$ cat src/rtl/multicycle_sequencer_pkg.sv
// Shared constants for the LEGv8 multi-cycle sequencer: opcodes, ALU codes,
// FSM state encodings and instruction classes.
package legv8_seq_pkg;

  localparam logic [9:0] OP_ADD  = 10'b1000101100;
  localparam logic [9:0] OP_SUB  = 10'b1100101100;
  localparam logic [9:0] OP_AND  = 10'b1000101000;
  localparam logic [9:0] OP_ORR  = 10'b1010101000;
  localparam logic [9:0] OP_ADDI = 10'b1001000100;
  localparam logic [9:0] OP_LDUR = 10'b1111100010;
  localparam logic [9:0] OP_STUR = 10'b1111100000;
  localparam logic [9:0] OP_CBZ  = 10'b1011010000;
  localparam logic [9:0] OP_HALT = 10'b1111111111;

  localparam logic [2:0] ALU_AND   = 3'b000;
  localparam logic [2:0] ALU_ORR   = 3'b001;
  localparam logic [2:0] ALU_ADD   = 3'b010;
  localparam logic [2:0] ALU_SUB   = 3'b110;
  localparam logic [2:0] ALU_PASSB = 3'b111;

  typedef enum logic [2:0] {
    S_IDLE   = 3'd0,
    S_FETCH  = 3'd1,
    S_DECODE = 3'd2,
    S_EXEC   = 3'd3,
    S_MEM    = 3'd4,
    S_WB     = 3'd5,
    S_HALTED = 3'd6,
    S_ERROR  = 3'd7
  } state_t;

  typedef enum logic [2:0] {
    CLS_R    = 3'd0,
    CLS_ADDI = 3'd1,
    CLS_LDUR = 3'd2,
    CLS_STUR = 3'd3,
    CLS_CBZ  = 3'd4,
    CLS_HALT = 3'd5,
    CLS_ILL  = 3'd6
  } cls_t;

endpackage

$ cat src/rtl/seq_decoder.sv
// Combinational opcode decoder: instruction class, legality and ALU operation.
module seq_decoder
  import legv8_seq_pkg::*;
(
  input  logic [9:0] op,
  output cls_t       cls,
  output logic       legal,
  output logic [2:0] alu_op
);

  // Map opcode to class and ALU op; unknown opcodes fall out as CLS_ILL
  always_comb begin
    cls    = CLS_ILL;
    alu_op = ALU_AND;
    case (op)
      OP_ADD:  begin cls = CLS_R;    alu_op = ALU_ADD;   end
      OP_SUB:  begin cls = CLS_R;    alu_op = ALU_SUB;   end
      OP_AND:  begin cls = CLS_R;    alu_op = ALU_AND;   end
      OP_ORR:  begin cls = CLS_R;    alu_op = ALU_ORR;   end
      OP_ADDI: begin cls = CLS_ADDI; alu_op = ALU_ADD;   end
      OP_LDUR: begin cls = CLS_LDUR; alu_op = ALU_ADD;   end
      OP_STUR: begin cls = CLS_STUR; alu_op = ALU_ADD;   end
      OP_CBZ:  begin cls = CLS_CBZ;  alu_op = ALU_PASSB; end
      OP_HALT: begin cls = CLS_HALT; alu_op = ALU_AND;   end
      default: ;
    endcase
    // HALT is recognised but does not execute, so it is not "legal" here
    legal = (cls != CLS_ILL) && (cls != CLS_HALT);
  end

endmodule

$ cat src/rtl/multicycle_sequencer.sv
// Multi-cycle control FSM for the LEGv8 datapath. Steps each instruction
// through FETCH/DECODE/EXEC/MEM/WB, handshakes with data memory and counts
// retired instructions.
module multicycle_sequencer
  import legv8_seq_pkg::*;
#(
  parameter int MEM_TIMEOUT = 15,
  parameter int CNT_W       = 16
) (
  input  logic             clk,
  input  logic             reset,
  input  logic             start,
  input  logic [9:0]       opcode,
  input  logic             zero,
  input  logic             dmem_ack,
  output logic             pc_write,
  output logic             pc_src,
  output logic             ir_write,
  output logic             reg_write,
  output logic             mem_read,
  output logic             mem_write,
  output logic             alu_src,
  output logic             mem_to_reg,
  output logic [2:0]       alu_op,
  output logic             busy,
  output logic             halted,
  output logic             error,
  output logic [2:0]       state_out,
  output logic [CNT_W-1:0] instr_count
);

  state_t     state;
  logic [9:0] op_q;
  logic [7:0] wait_cnt;

  logic [9:0] dec_op;
  cls_t       cls;
  logic       legal;
  logic [2:0] dec_alu;

  logic pc_w, ir_w, reg_w, mem_r, mem_w;
  logic retire;

  // DECODE looks at the live opcode; every later step uses the captured op_q
  assign dec_op = (state == S_DECODE) ? opcode : op_q;

  seq_decoder u_dec (
    .op     (dec_op),
    .cls    (cls),
    .legal  (legal),
    .alu_op (dec_alu)
  );

  // Per-state control decode; the STUR ack path is Mealy on dmem_ack
  always_comb begin
    pc_w       = 1'b0;
    ir_w       = 1'b0;
    reg_w      = 1'b0;
    mem_r      = 1'b0;
    mem_w      = 1'b0;
    pc_src     = 1'b0;
    alu_src    = 1'b0;
    mem_to_reg = 1'b0;
    alu_op     = ALU_AND;
    retire     = 1'b0;
    case (state)
      S_FETCH: ir_w = 1'b1;
      S_EXEC: begin
        if (cls == CLS_CBZ) begin
          alu_op = ALU_PASSB;
          pc_w   = 1'b1;
          pc_src = zero;
          retire = 1'b1;
        end else begin
          alu_op  = dec_alu;
          alu_src = (cls != CLS_R);
        end
      end
      S_MEM: begin
        alu_op  = ALU_ADD;
        alu_src = 1'b1;
        mem_r   = (cls == CLS_LDUR);
        mem_w   = (cls == CLS_STUR);
        if (cls == CLS_STUR && dmem_ack) begin
          pc_w   = 1'b1;
          retire = 1'b1;
        end
      end
      S_WB: begin
        reg_w      = 1'b1;
        pc_w       = 1'b1;
        mem_to_reg = (cls == CLS_LDUR);
        retire     = 1'b1;
      end
      default: ;
    endcase
  end

  // Reset kills every write strobe immediately so an abandoned instruction
  // cannot commit anything in the reset cycle
  assign pc_write  = pc_w  & ~reset;
  assign ir_write  = ir_w  & ~reset;
  assign reg_write = reg_w & ~reset;
  assign mem_read  = mem_r & ~reset;
  assign mem_write = mem_w & ~reset;

  assign busy      = (state != S_IDLE) && (state != S_HALTED) && (state != S_ERROR);
  assign state_out = state;

  // State transitions, opcode capture, memory wait timer and retire counter
  always_ff @(posedge clk) begin
    if (reset) begin
      state       <= S_IDLE;
      op_q        <= '0;
      wait_cnt    <= '0;
      halted      <= 1'b0;
      error       <= 1'b0;
      instr_count <= '0;
    end else begin
      case (state)
        S_IDLE:  if (start) state <= S_FETCH;
        S_FETCH: state <= S_DECODE;
        S_DECODE: begin
          op_q <= opcode;
          if (legal) begin
            state <= S_EXEC;
          end else if (cls == CLS_HALT) begin
            state  <= S_HALTED;
            halted <= 1'b1;
          end else begin
            state <= S_ERROR;
            error <= 1'b1;
          end
        end
        S_EXEC: begin
          case (cls)
            CLS_CBZ:  state <= S_FETCH;
            CLS_LDUR,
            CLS_STUR: begin
              state    <= S_MEM;
              wait_cnt <= '0;
            end
            default:  state <= S_WB;
          endcase
        end
        S_MEM: begin
          if (dmem_ack) begin
            state <= (cls == CLS_LDUR) ? S_WB : S_FETCH;
          end else if (wait_cnt == 8'(MEM_TIMEOUT - 1)) begin
            state <= S_ERROR;
            error <= 1'b1;
          end else begin
            wait_cnt <= wait_cnt + 8'd1;
          end
        end
        S_WB:    state <= S_FETCH;
        default: state <= state;
      endcase
      if (retire && (instr_count != {CNT_W{1'b1}}))
        instr_count <= instr_count + CNT_W'(1);
    end
  end

endmodule

$ cat config.mk
export PLATFORM = sky130hd
export DESIGN_NAME = multicycle_sequencer
export DESIGN_NICKNAME = d
export VERILOG_FILES = /design/src/rtl/multicycle_sequencer_pkg.sv /design/src/rtl/seq_decoder.sv /design/src/rtl/multicycle_sequencer.sv
export SDC_FILE = /design/constraint.sdc
export NUM_CORES = 1
export LEC_CHECK = 0
export ABC_CLOCK_PERIOD_IN_PS = 6600
export CAP_MARGIN = 20
export CORE_AREA = 3 3 61 78
export DETAILED_ROUTE_END_ITERATION = 7
export DIE_AREA = 0 0 64 81
export GPL_ROUTABILITY_DRIVEN = 0
export PLACE_DENSITY_LB_ADDON = 0.1
export SLEW_MARGIN = 0
export SYNTH_ARGS = -nofsm -noshare
export SYNTH_HDL_FRONTEND = slang
export SYNTH_SLANG_ARGS = --single-unit
$ cat constraint.sdc
create_clock -name clk -period 6.6 [get_ports clk]
set_input_delay 1.32 -clock clk [delete_from_list [all_inputs] [get_ports clk]]
set_output_delay 1.32 -clock clk [all_outputs]
set_load 0.005 [all_outputs]
; Word-level counts from Yosys, hierarchy flattened
; Index checks and enable logic that the tools add are counted.
[word_totals]
register_bits = 39
out_inout_bits = 33
[classes]
add_sub_neg = 2
n_eq_ne = 32
muxes = 34
bitwise = 7
reduce_logical = 18
[ops]
columns = operator, count
row1 = "equality test 10 bit, second input constant", 9
row2 = one-hot mux 3 bit (6 select lines), 2
row3 = two-way mux 8 bit, 3
row4 = two-way mux 3 bit, 6
row5 = "adder 16 x 1 -> 16 bit, second input constant", 1
row6 = "inequality test 16 bit, second input constant", 1
row7 = one-hot mux 8 bit (2 select lines), 1
row8 = two-way mux 1 bit, 15
row9 = "inequality test 3 bit, second input constant", 5
row10 = "inequality test 2 bit, second input constant", 7
row11 = "equality test 3 x 2 -> 1 bit, second input constant", 4
row12 = "equality test 3 bit, second input constant", 4
row13 = one-hot mux 3 bit (2 select lines), 2
row14 = one-hot mux 3 bit (4 select lines), 1
row15 = two-way mux 10 bit, 1
row16 = "adder 8 x 1 -> 8 bit, second input constant", 1
row17 = "equality test 8 x 4 -> 1 bit, second input constant", 1
row18 = OR reduction 4 bit, 2
row19 = AND reduction 3 bit, 2
row20 = nonzero test 3 bit, 2
row21 = nonzero test 6 bit, 1
row22 = AND 1 bit, 5
row23 = logical AND 1 bit, 5
row24 = AND reduction 5 bit, 1
row25 = 8 further kinds, 11

; Logic depth before layout (Yosys ltp)
[depth]
ltp_word = 10
ltp_mapped = 9

; Cells and area by module
; A second synthesis with hierarchy kept.
[unflattened]
cells_unflattened = 278
hier_area_um2 = 2294.7
[modules_own_cells]
columns = module, n_inst, cells_each, area_per_inst_um2, seq_area_each_um2
row1 = multicycle_sequencer, 1, 243, 2047.0, 780.7
row2 = seq_decoder, 1, 35, 247.7, 0.0

; Least setup slack after synthesis
; No wires, ideal clock.
[synth_path]
path_type = input-to-output
startpoint = input opcode[4]
endpoint = output mem_write
t_arrival_ps = 2548
t_required_ps = 5280
setup_slack_ps = 2732
path_stages = 5
n_path_buf = 0
path_cell_list = nand2b_1 > or4_1 > o22ai_1 > nand2b_1 > nor3b_1
[synth_between]
elab_chain_len = 7
elab_cells_between_ends = 15
classes_between = 10 x eq/ne / 3 x mux / 1 x bitwise / 1 x reduce/logical
[synth_rtl]
columns = element, line
row1 = "start, declared", multicycle_sequencer.sv:13  ; input logic [9:0] opcode,
row2 = two-way mux 10 bit *, n/a
row3 = equality test 10 bit, seq_decoder.sv:15  ; case (op)
row4 = OR reduction 4 bit (no line), n/a
row5 = one-hot mux 3 bit (6 select lines) *, seq_decoder.sv:15
row6 = equality test 3 x 2 -> 1 bit *, multicycle_sequencer.sv:83  ; mem_w = (cls == CLS_STUR);
row7 = two-way mux 1 bit *, multicycle_sequencer.sv:66  ; case (state)
row8 = AND 1 bit *, multicycle_sequencer.sv:105  ; assign mem_write = mem_w & ~reset;
row9 = "end, declared", multicycle_sequencer.sv:21  ; output logic mem_write,
; Every way passes the cells marked *; elsewhere a longest branch is shown, timed or not.

; Final worst setup path
; Ends and elaborated chain as after synthesis.

==> impl_summary.md <==
Die
The floorplan step set the die width to 64 um. For this design the top-level I/O count stands at 48. The cell row count is 26.

The starting density of the core is a little over half. The overall die area is 0.005184 mm^2. The placeable core area is 0.004066 mm^2. The die height is roughly 81 um.

Setup path
The critical setup path kind is input port to primary output. Data on the critical path arrives at its endpoint at 3.91 ns. The cell type of the slowest stage on the worst timing path is sky130_fd_sc_hd__clkdlybuf4s50_1. Counting both buffers and inverters, the worst setup path holds a total of 2. STA puts the critical path data required time at about 5.3 ns. The signal on the critical path passes through clkdlybuf4s50_1 > nand2b_1 > or4_1 > o22ai_1 > nand2b_1 > nor3b_1 > clkdlybuf4s50_1. The worst register-to-register path begins at state_out[2].

Along the worst path, the maximum fanout reaches 8. The setup slack of the most critical reg-to-reg path is around 3.3 ns. The highest cell delay on the worst timing path is ~0.54 ns. Counting cells, the worst reg-to-reg path comes to 7. The kind of start point of the critical path is an input port.

In this run the number of cells on the critical path is 7. The capture instance of the worst register-to-register path is instr_count[5]. The kind of cell with the highest combined delay along the critical path is simple AND/OR/NAND/NOR gates.

The endpoint type of the worst setup path is a primary output.

Clocking
The tree is rooted in a sky130_fd_sc_hd__clkbuf_8. The longest clock path from root to sink contains 2 buffers. Buffers inserted during clock tree synthesis total 5. The post-cts repair resize count is 0. The clock drives 39 sinks. Buffers inserted to repair hold after CTS numbered 0. The clock transition at the register clock pins on the worst setup and hold paths after CTS is about 0.07 ns.

The TritonCTS clock tree is done. In this run the post-CTS setup repair buffer count came out at 0. Clock latency on the worst-skew pair, taken at its later pin, is roughly 0.28 ns. The level count of the clock H-tree is 2.

Min path
The hold path depth is 2. The path class of the tightest hold or removal check is flip-flop to flip-flop. The hold-critical path endpoint is halted. The launch point of the worst hold path is halted.

Placed design
The number of buffers inserted by port buffering is 47. Once placement completed, the tool counted placed cells totaling around 380. Detailed placement finished with a half-perimeter wire length of 4.060 mm. Prior to clock tree synthesis, the placed netlist has a worst setup slack of between 1 and 1.5 ns.

Run
The max-capacitance violation count is 0.

GRT
After global routing the overflow that remains totals 0. Entering global routing, the biggest net connects 40 pins. The initial antenna violation count is 0.

The number of global-route vias before repair came to 2,149. The global-route wire length before repair is 9.632 mm. Across every metal layer, demand over resource in global routing totals a little under a quarter.

Final layout
The filler cells instantiated in the layout total 356. The net count reported at finish is 352. The share of layout cells above drive strength 1 is under 10%. In the final layout, flip-flops and latches occupy 780.7 um^2. The area growth from synthesis to final layout is 26.33%. For this run, the number of standard cells in the final layout without fillers is 390. The area taken by multi-input logic gates is ~0.0014 mm^2. The number of antenna diodes in the final layout is 0.

STA
In the post-route analysis, the smallest setup slack over all paths is between 1 and 1.5 ns. Setup violations remaining at the end of the flow were counted as 0. The routed design could run at a clock period as short as 5.234 ns. The aggregate negative setup slack is 0 ns. Static timing analysis puts the maximum clock frequency at 191.1 MHz. Between clock sinks in the finished design, the worst skew comes to between 0.007 and 0.008 ns. Setup repair after global routing left no endpoint under its margin. The worst slew slack as a fraction of its limit is between 40% and 50%. The slew at the pin closest to its max-slew limit is 0.7961 ns. The share of the clock period used by the worst path is between 70% and 80%.

The hold violation total from the final report came to 0. The max-slew violation total from the final report was 0. Final hold analysis gives a worst-case slack of 0.4450 ns.

Logic synthesis
In this run, synthesis inferred 0 flip-flops with an integrated enable. The library cell with the largest summed area after synthesis is sky130_fd_sc_hd__dfxtp_1. The share of flip-flops with an asynchronous set or reset is 0%.

The synthesized netlist contains 46 unique library cells. Synthesis produced a netlist with a net count of roughly 300. Sequential elements use between 30% and 40% of the synthesized area. The area fraction of the dominant cell type after synthesis is about a third.

The flip-flop cell with the highest count after synthesis is sky130_fd_sc_hd__dfxtp_1. The total standard cell area after synthesis is 0.002228 mm^2. The synthesized area per cell is ~7.7 um^2.

After technology mapping, the gate count stands at 289. By area the synthesized netlist is led by sky130_fd_sc_hd__dfxtp_1 (35%), sky130_fd_sc_hd__nand2_1 (6.4%), sky130_fd_sc_hd__nor2_1 (6.4%). The flop and latch count out of synthesis is 39.

For this run, the number of Yosys warnings is 0.

Power and ir drop
Across the VDD grid, the largest voltage drop is approximately 0.00016 V. The completed layout was analyzed and its total power is 0.7264 mW. The total power per unit cell area is between 200 and 300 mW/mm^2. The leakage power is roughly 0.87 nW.

Routing
The vias after detailed routing is ~2.3k. In the routed layout, each cell is associated on average with a via count of 5.818. The detail route stage leaves a number of antenna-violating nets equal to 0. Dividing the detail-routed wire length by the instance count gives roughly 14 um.

The number of remaining DRC errors is 0. The pre-antenna-repair detailed-routing pass consisted of 5 iterations. In this run, the number of DRC markers left after iteration 0 of detailed routing was 210. The wire length after detailed routing is approximately 5.6 mm.

Run status
The flow ran to the end, and the final reports show no timing, DRC or antenna violations.
worst reg2reg max path: stages (launching register included):
cell and delay [ns]:
sky130_fd_sc_hd__dfxtp_1 0.73, sky130_fd_sc_hd__or3b_4 0.36, sky130_fd_sc_hd__nand2_1 0.10, sky130_fd_sc_hd__o22ai_1 0.56, sky130_fd_sc_hd__a31oi_1 0.46, sky130_fd_sc_hd__and2_4 0.35
sky130_fd_sc_hd__or4_1 0.47, sky130_fd_sc_hd__a21oi_1 0.16
final cells by class:
cell class / count / share of cell area (%)
flip-flops and latches: 39 / 27.73
clock inverters: 1 / 0.1778
multi-input cells: 232 / 48.49
well taps: 56 / 2.489
inverters: 7 / 0.9333
repair buffers: 49 / 17.24
clock buffers: 6 / 2.933
routing by layer:
layer	global-route usage (%)	share of wire [%]
met1	27.90	42
met2	39.50	51
met3	3.873	5.7
met4	9.287	1.2
met5	0	0
how the worst max path moves through the flow:
stage / startpoint / end / slack, ns
floorplan: opcode[4] / mem_write / 2.73
global placement: opcode[4] / mem_write / 1.46
detailed placement: opcode[4] / mem_write / 1.40
CTS: opcode[4] / mem_write / 1.38
global route: opcode[4] / mem_write / 1.19
finish: opcode[4] / mem_write / 1.37
report_power, final:
part | switching, mW | internal [mW] | leakage [nW]
clock | 0.0779 | 0.0820 | 0.0470
sequential | 0.0611 | 0.264 | 0.316
combinational | 0.116 | 0.125 | 0.505
kinds of logic (layout without fill, tap and decap cells):
group / count (synthesis) / in the layout / synth area share, %
xor+xnor: 13 / 13 / 5.110
compound gates: 59 / 59 / 17.29
buf+inv: 18 / 63 / 3.706
flops: 39 / 39 / 35.04
mux: 3 / 3 / 1.348
simple gates: 154 / 154 / 35.82
fa+ha+maj: 3 / 3 / 1.685
layout by cell type (no fill, tap or decap), types with 7 or more instances in the layout:
| cell type | netlist | layout |
|---|---|---|
| sky130_fd_sc_hd__dfxtp_1 | 39 | 39 |
| sky130_fd_sc_hd__nor3_1 | 13 | 13 |
| sky130_fd_sc_hd__o21ai_0 | 8 | 8 |
| sky130_fd_sc_hd__clkdlybuf4s50_1 | 0 | 47 |
| sky130_fd_sc_hd__nand2_1 | 38 | 38 |
| sky130_fd_sc_hd__nand3_1 | 17 | 17 |
| sky130_fd_sc_hd__nor2_1 | 38 | 38 |
| sky130_fd_sc_hd__inv_1 | 7 | 7 |
| sky130_fd_sc_hd__a21oi_1 | 25 | 25 |
| sky130_fd_sc_hd__xnor2_1 | 12 | 12 |
sequential cells by signal, indices dropped and copies added, names as in the netlist:
register and count:
op_q 10, state_out 3, instr_count 16, error 1, wait_cnt 8, halted 1
stage by stage:
step	instance area (um^2)	utilization [%]
floorplan	2228	-
global placement	2728	67.08
detailed placement	2728	67.08
CTS	2815	69.23
global route	2815	69.23
finish	2815	69.23
synthesized netlist by cell type, types with 6 or more instances:
library cell,n
sky130_fd_sc_hd__or4_1,6
sky130_fd_sc_hd__dfxtp_1,39
sky130_fd_sc_hd__xnor2_1,12
sky130_fd_sc_hd__nand4_1,6
sky130_fd_sc_hd__o21ai_0,8
sky130_fd_sc_hd__nor2_1,38
sky130_fd_sc_hd__nand2_1,38
sky130_fd_sc_hd__nor3_1,13
sky130_fd_sc_hd__or3_1,6
sky130_fd_sc_hd__nand3_1,17
sky130_fd_sc_hd__inv_1,7
sky130_fd_sc_hd__a21oi_1,25
sky130_fd_sc_hd__clkbuf_1,9
Note: power is estimated with default switching activity, not from simulation.
